[config.mk]
export PLATFORM = sky130hd
export DESIGN_NAME = keypad_matrix_scanner
export DESIGN_NICKNAME = d
export VERILOG_FILES = /design/src/rtl/keypad_pkg.sv /design/src/rtl/keypad_matrix_scanner_sync_2ff.sv /design/src/rtl/keypad_matrix_scanner.sv
export SDC_FILE = /design/constraint.sdc
export NUM_CORES = 1
export LEC_CHECK = 0
export BUFFER_PORTS_ARGS = -buffer_cell sky130_fd_sc_hd__buf_2
export CORE_UTILIZATION = 43
export DETAILED_ROUTE_END_ITERATION = 8
export GPL_TIMING_DRIVEN = 0
export PLACE_DENSITY_LB_ADDON = 0.12
export SYNTH_ARGS = -nofsm -noshare
export SYNTH_HDL_FRONTEND = slang
export SYNTH_SLANG_ARGS = --single-unit
[constraint.sdc]
create_clock -name clk -period 3.1 [get_ports clk]
set_clock_uncertainty 0.15 [all_clocks]
set_input_delay 0.465 -clock clk [delete_from_list [all_inputs] [get_ports clk]]
set_output_delay 0.465 -clock clk [all_outputs]
set_load 0.02 [all_outputs]
[src/rtl/keypad_pkg.sv]
// Shared types and key encoding for the 4x4 keypad scanner.
package keypad_pkg;

  typedef enum logic [1:0] {
    SCAN     = 2'd0,
    DEBOUNCE = 2'd1,
    PRESSED  = 2'd2,
    RELEASE  = 2'd3
  } state_t;

  localparam logic [3:0] KEY_STAR = 4'hE;
  localparam logic [3:0] KEY_HASH = 4'hF;

  // Physical layout:
  //   r0: 1 2 3 A
  //   r1: 4 5 6 B
  //   r2: 7 8 9 C
  //   r3: * 0 # D
  function automatic logic [3:0] keymap(input logic [1:0] col_idx,
                                        input logic [1:0] row_idx);
    logic [3:0] code;
    case ({row_idx, col_idx})
      4'h0: code = 4'h1;
      4'h1: code = 4'h2;
      4'h2: code = 4'h3;
      4'h3: code = 4'hA;
      4'h4: code = 4'h4;
      4'h5: code = 4'h5;
      4'h6: code = 4'h6;
      4'h7: code = 4'hB;
      4'h8: code = 4'h7;
      4'h9: code = 4'h8;
      4'hA: code = 4'h9;
      4'hB: code = 4'hC;
      4'hC: code = KEY_STAR;
      4'hD: code = 4'h0;
      4'hE: code = KEY_HASH;
      default: code = 4'hD;
    endcase
    return code;
  endfunction

endpackage

[src/rtl/keypad_matrix_scanner_sync_2ff.sv]
// Two-flop synchronizer for the asynchronous keypad rows.
// Resets to all ones so the idle (pulled-up) rows never look like a press.
module sync_2ff #(
  parameter int W = 4
) (
  input  logic         clk,
  input  logic         rst,
  input  logic [W-1:0] d_i,
  output logic [W-1:0] q_o
);

  logic [W-1:0] meta_q;
  logic [W-1:0] sync_q;

  // Two-stage capture of the asynchronous input.
  always_ff @(posedge clk) begin
    if (rst) begin
      meta_q <= '1;
      sync_q <= '1;
    end else begin
      meta_q <= d_i;
      sync_q <= meta_q;
    end
  end

  assign q_o = sync_q;

endmodule

[src/rtl/keypad_matrix_scanner.sv]
// 4x4 matrix keypad scanner: one active-low column at a time, rows sampled
// once per column dwell, debounced press/release, hex key code output.
//
// Outputs form a level interface: key_pressed is high while a debounced key
// is held and key_value holds the last accepted code (kept after release).
// key_strobe is a single-cycle pulse coincident with key_pressed rising.
module keypad_matrix_scanner
  import keypad_pkg::*;
#(
  parameter int SCAN_DIV     = 50000,
  parameter int DEBOUNCE_CNT = 4
) (
  input  logic       clk,
  input  logic       rst,
  input  logic [3:0] row_in,
  output logic [3:0] col_out,
  output logic       key_pressed,
  output logic [3:0] key_value,
  output logic       key_strobe
);

  localparam int DIV_W = (SCAN_DIV > 1) ? $clog2(SCAN_DIV) : 1;
  localparam int CNT_W = $clog2(DEBOUNCE_CNT + 1);
  localparam logic [DIV_W-1:0] DIV_LAST = DIV_W'(SCAN_DIV - 1);
  localparam logic [CNT_W-1:0] CNT_DONE = CNT_W'(DEBOUNCE_CNT);

  logic [3:0]       row_s;
  state_t           state_q, state_d;
  logic [DIV_W-1:0] div_q, div_d;
  logic [1:0]       col_q, col_d;
  logic [CNT_W-1:0] cnt_q, cnt_d;
  logic [3:0]       cand_q, cand_d;
  logic [3:0]       value_q, value_d;
  logic             pressed_q, pressed_d;
  logic             strobe_q, strobe_d;

  logic             tick;
  logic             any_low;
  logic [1:0]       row_idx;
  logic [3:0]       code;
  logic [CNT_W-1:0] cnt_inc;

  sync_2ff #(.W(4)) u_row_sync (
    .clk (clk),
    .rst (rst),
    .d_i (row_in),
    .q_o (row_s)
  );

  assign tick    = (div_q == DIV_LAST);
  assign cnt_inc = cnt_q + CNT_W'(1);

  // Row encoder: lowest low row in the active column wins.
  always_comb begin
    any_low = (row_s != 4'hF);
    row_idx = 2'd0;
    for (int r = 3; r >= 0; r--) begin
      if (!row_s[r]) row_idx = r[1:0];
    end
    code = keymap(col_q, row_idx);
  end

  // State and datapath registers.
  always_ff @(posedge clk) begin
    if (rst) begin
      state_q   <= SCAN;
      div_q     <= '0;
      col_q     <= 2'd0;
      cnt_q     <= '0;
      cand_q    <= 4'h0;
      value_q   <= 4'h0;
      pressed_q <= 1'b0;
      strobe_q  <= 1'b0;
    end else begin
      state_q   <= state_d;
      div_q     <= div_d;
      col_q     <= col_d;
      cnt_q     <= cnt_d;
      cand_q    <= cand_d;
      value_q   <= value_d;
      pressed_q <= pressed_d;
      strobe_q  <= strobe_d;
    end
  end

  // Next-state: dwell counter, column rotation and press/release debounce.
  // The column only advances from SCAN or when a debounce attempt fails or a
  // release completes; it is held throughout DEBOUNCE/PRESSED/RELEASE.
  always_comb begin
    state_d   = state_q;
    div_d     = tick ? '0 : div_q + DIV_W'(1);
    col_d     = col_q;
    cnt_d     = cnt_q;
    cand_d    = cand_q;
    value_d   = value_q;
    pressed_d = pressed_q;
    strobe_d  = 1'b0;

    if (tick) begin
      case (state_q)
        SCAN: begin
          if (any_low) begin
            cand_d  = code;
            cnt_d   = CNT_W'(1);
            state_d = DEBOUNCE;
          end else begin
            col_d = col_q + 2'd1;
          end
        end
        DEBOUNCE: begin
          if (!any_low) begin
            cnt_d   = '0;
            col_d   = col_q + 2'd1;
            state_d = SCAN;
          end else if (code == cand_q) begin
            cnt_d = cnt_inc;
            if (cnt_inc >= CNT_DONE) begin
              value_d   = cand_q;
              pressed_d = 1'b1;
              strobe_d  = 1'b1;
              state_d   = PRESSED;
            end
          end else begin
            cand_d = code;
            cnt_d  = CNT_W'(1);
          end
        end
        PRESSED: begin
          if (!any_low) begin
            cnt_d   = CNT_W'(1);
            state_d = RELEASE;
          end
        end
        RELEASE: begin
          if (any_low) begin
            state_d = PRESSED;
          end else begin
            cnt_d = cnt_inc;
            if (cnt_inc >= CNT_DONE) begin
              pressed_d = 1'b0;
              cnt_d     = '0;
              col_d     = col_q + 2'd1;
              state_d   = SCAN;
            end
          end
        end
        default: begin
          state_d = SCAN;
        end
      endcase
    end
  end

  assign col_out     = ~(4'b0001 << col_q);
  assign key_pressed = pressed_q;
  assign key_value   = value_q;
  assign key_strobe  = strobe_q;

endmodule

; Word level (Yosys, flattened, before mapping)
; Memory sizes are Yosys's and may differ from the RTL's.
; Cells that the tools add are included.
[totals]
regBits = 41
rom_bits = 64
inputBits = 6
output_inout_bits = 10
word_cells = 86
memories = 1
[classes]
add_sub_neg = 3
order_cmp = 1
n_eq_ne = 18
n_shift = 1
mux = 34
bitwise = 5
reduce_logical = 13
[mem_list]
columns = name, depth, width, rd, rd_clocked_by_memory_dff, write_ports, line_no
row1 = (no name shown), 16, 4, 1, 0, 0, keypad_pkg.sv:22  ; case ({row_idx, col_idx})
[ops]
columns = op, n
row1 = 2-to-1 mux 2 bit, 14
row2 = 2-to-1 mux 3 bit, 6
row3 = "inequality test 2 bit, second input constant", 9
row4 = "adder 16 x 1 -> 16 bit, second input constant", 1
row5 = "equality test 16 bit, second input constant", 1
row6 = AND reduction 5 bit, 3
row7 = 2-to-1 mux 4 bit, 3
row8 = case mux 3 bit (4 select lines), 1
row9 = "inequality test 3 bit, second input constant", 3
row10 = case mux 2 bit (4 select lines), 1
row11 = case mux 4 bit (2 select lines), 1
row12 = AND reduction 7 bit, 1
row13 = 2-to-1 mux 1 bit, 6
row14 = AND reduction 6 bit, 1
row15 = nonzero test 2 bit, 3
row16 = OR reduction 5 bit, 1
row17 = "equality test 2 bit, second input constant", 2
row18 = equality test 4 bit, 1
row19 = "inequality test 4 bit, second input constant", 1
row20 = NOT 1 bit, 4
row21 = NOT 4 bit, 1
row22 = case mux 2 bit (2 select lines), 1
row23 = AND reduction 4 bit, 1
row24 = OR reduction 2 bit, 2
row25 = 7 further kinds, 7

; Longest topological paths before layout
; An unclocked memory read counts as a cell.
[depth]
ltp_word = 9
ltp_mapped = 9
ltp_nobuf = 8

; Cells and area by module
; From an unflattened synthesis, not the netlist that was laid out.
[hier_totals]
hier_cells = 247
hier_area_um2 = 2162.1
[modules_own_cells]
columns = module, n_inst, cells_per_inst, area_each_um2, seq_area_each_um2
row1 = keypad_matrix_scanner, 1, 231, 1951.9, 660.6
row2 = sync_2ff, 1, 16, 210.2, 160.2

; Worst setup path after synthesis
; OpenSTA, ideal clock, no wires.
[synth_path]
path_kind = reg-to-reg
startpoint = register div_q[11]
endpoint = register pressed_q, in the netlist key_pressed
setup_ns = 0.086
arrival_time_ns = 2.060
required_ns = 2.864
setup_slack_ns = 0.804
path_stages_with_launch = 7
n_path_buf = 1
synth_period_minus_slack_ns = 2.296
path_cell_list = dfxtp_1 > or4b_4 > or4_4 > buf_6 > nor3_4 > nand3_2 > a221oi_2
[synth_between]
elab_chain_len = 2
[synth_lines]
columns = element, line_no
row1 = from (decl), keypad_matrix_scanner.sv:29  ; logic [DIV_W-1:0] div_q, div_d;
row2 = from (signal assigned), keypad_matrix_scanner.sv:76  ; div_q <= div_d;
row3 = equality test 16 bit, keypad_matrix_scanner.sv:50  ; assign tick = (div_q == DIV_LAST);
row4 = AND reduction 7 bit (no line), --
row5 = to (signal assigned), keypad_matrix_scanner.sv:81  ; pressed_q <= pressed_d;
row6 = to (decl), keypad_matrix_scanner.sv:34  ; logic pressed_q, pressed_d;
; No other way between the ends.
; A chain may end at the register's enable or synchronous reset.

; Worst setup path in the final report
[layout_path]
startpoint = register col_q[0]
endpoint = register pressed_q, in the netlist key_pressed
[layout_between]
elab_chain_len = 4
[layout_lines]
columns = element, line_no
row1 = from (decl), keypad_matrix_scanner.sv:30  ; logic [1:0] col_q, col_d;
row2 = from (signal assigned), keypad_matrix_scanner.sv:77  ; col_q <= col_d;
row3 = memory read (16 x 4 bit), --
row4 = equality test 4 bit, keypad_matrix_scanner.sv:115  ; end else if (code == cand_q) begin
row5 = inequality test 2 bit (no line), --
row6 = AND reduction 7 bit (no line), --
; No other way between the ends.

==> reports/qor.csv <==
stage,metric,value,unit
routing,drt_wl_total,4246,um
setup_path,path_delay_family,compound AO/OA/AOI/OAI gates,
setup_path,worstSetupPathType,flip-flop to flip-flop,
clocking,clk_pin_slew,0.09,ns
setup_path,r2r-end,key_pressed,
global_routing,antenna_found_initial,0,
timing,tightest_slew,0.6069,ns
hold_path,hold_depth,2,
run_status,status,"finished, final reports clean",
power_and_ir_drop,seq_power_share,51.3,%
setup_path,slowest_delay,0.53,ns
setup_path,cp-end-kind,flip-flop,
power_and_ir_drop,vdd_ir_drop_max,0.2065,mV
setup_path,path_buf_inv,1,
synthesis,netlist_area,2115,sq um
routing,routed-via-count,1722,
setup_path,rrSetupSlack,0.47,ns
synthesis,synth_compound_area_share,14.67,%
synthesis,post_synth_mux_area_share,0.4734,%
hold_path,holdCritPathClass,input pin to flip-flop,
placed_design,gp_congestion,0.8156,
clocking,clock-sinks,41,
clocking,cts_tree,done,
clocking,cts_buffer_depth,2,
timing,setup_viol,0,
setup_path,critPathLaunch,col_q[0],
clocking,cts_resized,0,
setup_path,cp_max_fo,9,
synthesis,synth-simple-area-share,28.70,%
global_routing,grt_pass1_vias,1504,
cells_and_area,nNetsFinal,282,
clocking,cts-root-buf,clkbuf_8,
global_routing,grt_pass1_wl,7010,um
synthesis,synth_nets,261,
setup_path,reg2reg_from,col_q[0],
power_and_ir_drop,power_frac_clock,42.4,%
cells_and_area,instances_no_fill,335,
die,die_h,72.13,um
power_and_ir_drop,comb_power_share,6.3,%
setup_path,reg2regPathDepth,8,
placed_design,placed_cells,327,
timing,slew_headroom,59.16,%
cells_and_area,antenna_cells,0,
timing,finalSetupTns,0,ns
power_and_ir_drop,power_density,441.1,nW/um^2
global_routing,grt_max_degree,15,
routing,ant_nets,0,
timing,max_clock_freq,380.3,MHz
timing,rsz0062_at_grt,no,
synthesis,ys.flop_type,dfxtp_1,
synthesis,yosysSeqAreaShare,38.82,%
setup_path,path_cells,"inv_1, ha_1, o21ai_0, o221ai_1, xor2_1, o2111a_1, nand3_2, a221oi_2",
clocking,cts_hold_buf,0,
synthesis,syn_area_per_cell,8.596,sq um
setup_path,required,3.17,ns
die,core-area,4723,sq um
power_and_ir_drop,p_int,0.8018,mW
power_and_ir_drop,leakage,0.8875,nW
power_and_ir_drop,p_switching,0.2485,mW
setup_path,cp_data_arrival_time,2.70,ns
hold_path,worstHoldStart,row_in[3],
cells_and_area,area_delta_synth_final,12.60,%
die,row_count,25,
synthesis,yosys.area_share.adder,5.325,%
die,fp.dieW,72.13,um
clocking,htree_levels,2,
timing,min_period,2.630,ns
hold_path,hold_path_end,u_row_sync.meta_q[3],
die,num_io_pins,16,
cells_and_area,drive_gt1_share,18.66,%
clocking,post_cts_buffers,0,
timing,slew_viol_final,0,
synthesis,synthXorXnorAreaFrac,5.799,%
timing,period_share,84.82,%
die,initial_utilization,44.77,%
synthesis,yosysWarnings,0,
routing,via_per_inst,5.140,
timing,hold_viol,0,
setup_path,start_kind,flip-flop,
global_routing,overflow,0,
clocking,clk_latency,0.30,ns
setup_path,crit_slowest_cell,dfxtp_1,
placed_design,portBuffers,14,
synthesis,synth-edff-count,0,
routing,wire_per_inst,12.67,um
routing,drtIter0Drc,100,
clocking,numCtsBuffers,5,
power_and_ir_drop,switching_share,23.66,%
synthesis,ys_ff_latch,41,
synthesis,async_flop_share,0,%
die,fp.dieArea,5202,sq um
global_routing,gr-usage-all-layers,17.44,%
routing,drtPass1Iterations,5,
flow_run,maxCapViolCount,0,
synthesis,synth_top_family_by_area,simple AND/OR/NAND/NOR gates,
routing,drc,0,
synthesis,synthCells,246,
placed_design,dp.final_hpwl,3023,um
synthesis,synth_cell_types,52,
worst max path at each step:
stage,endpoint,cells past startpoint
after floorplan,key_pressed,6
after global placement,key_pressed,8
after detailed placement,key_pressed,8
after CTS,key_pressed,8
after global routing,key_pressed,8
final,key_pressed,8
metal layers:
layer	GRT usage [%]	routed length [um]
met5	0	0
met4	6.536	65
met3	3.750	107
met2	26.38	1810
met1	24.33	2262
metrics by stage:
step	area, sq um	setup slack [ns]	util (%)	hold slack, ns	total power [mW]
final	2381	0.4705	50.41	0.1949	1.050
after global routing	2381	0.2995	50.41	0.1881	1.099
after CTS	2381	0.4495	50.41	0.1862	1.065
after detailed placement	2268	0.4910	48.03	0.2440	0.6175
after global placement	2268	0.4975	48.03	0.2406	0.6169
after floorplan	2115	0.8039	-	0.2395	0.6009
worst register-to-register path, delay by kind of cell, from the launching register on:
| family | cells | cell delay, ns |
|---|---|---|
| flip-flops | 1 | 0.53 |
| AND/OR/NAND/NOR | 1 | 0.16 |
| XOR/XNOR | 1 | 0.23 |
| adder cells (fa/ha/maj) | 1 | 0.33 |
| buffers and inverters | 1 | 0.16 |
| AO/OA/AOI/OAI | 4 | 0.99 |
placed cells by master (no fill, tap or decap), types with 2 or more instances in the layout:
cell type	netlist	routed
nand4_1	11	11
buf_2	1	15
nand3_1	6	6
or3b_2	2	2
nand4b_1	3	3
xnor2_1	5	5
inv_1	13	13
nor2_1	26	26
o211ai_1	4	4
a21oi_1	16	16
and3_1	2	2
xor2_1	9	9
a31oi_1	2	2
clkbuf_1	5	5
o221ai_1	2	2
or3_1	5	5
ha_1	9	9
nor3_1	7	7
o21a_1	3	3
dfxtp_1	41	41
and3_2	2	2
nor4_1	3	3
clkbuf_8	2	7
or2_2	9	9
o21ai_0	14	14
nand2_1	17	17
nand2b_1	2	2
final cells by class:
cell class                      instances  area (sq um)
Timing Repair Buffer                   14         70.07
Sequential cell                        41         820.8
Clock buffer                            5         68.82
Multi-Input combinational cell        181          1162
Clock inverter                          3         43.79
Inverter                               13         48.80
Fill cell                             477          2342
Buffer                                 11         82.58
Tap cell                               67         83.83
synth_stat cells, drive strengths merged (2+ instances only):
cell,instances,area [sq um]
nand4b,3,26.28
or3b,2,17.52
nand2,17,63.81
o21ai,14,70.07
o21a,3,22.52
a21oi,17,88.84
xnor2,5,43.79
clkbuf,8,51.30
or4b,2,23.77
nand3,7,40.04
o211ai,4,30.03
nor4,3,18.77
nand4,11,68.82
or2,9,56.30
and3,4,27.52
dfxtp,41,820.8
or3,6,38.79
nand2b,2,12.51
ha,9,112.6
nor2,26,97.59
a31oi,2,12.51
inv,13,48.80
or4,3,27.53
buf,3,31.27
xor2,9,78.83
nor3,8,51.30
o221ai,2,17.52
registers in the layout, summed over array words and instances, names as in the netlist, named ones only:
name               count
div_q                 16
cand_q                 4
key_value              4
u_row_sync.meta_q      4
u_row_sync.q_o         4
cnt_q                  3
col_q                  2
key_pressed            1
key_strobe             1
state_q                1
cell families (layout without fill, tap and decap cells):
| logic type | count (synthesis) | in the layout |
|---|---|---|
| flip-flops | 41 | 41 |
| AND/OR/NAND/NOR | 108 | 108 |
| XOR/XNOR | 14 | 14 |
| multiplexers | 1 | 1 |
| adder cells (fa/ha/maj) | 9 | 9 |
| AO/OA/AOI/OAI | 49 | 49 |
| buffers and inverters | 24 | 46 |
power groups by stage:
stage | sequential, mW | clock [mW] | combinational, mW
final | 0.539 | 0.446 | 0.0658
after global routing | 0.540 | 0.485 | 0.0743
after CTS | 0.539 | 0.460 | 0.0663
after detailed placement | 0.551 | 0 | 0.0664
after global placement | 0.551 | 0 | 0.0658
after floorplan | 0.550 | 0 | 0.0508
No activity file was read; power rests on OpenSTA's default activity.
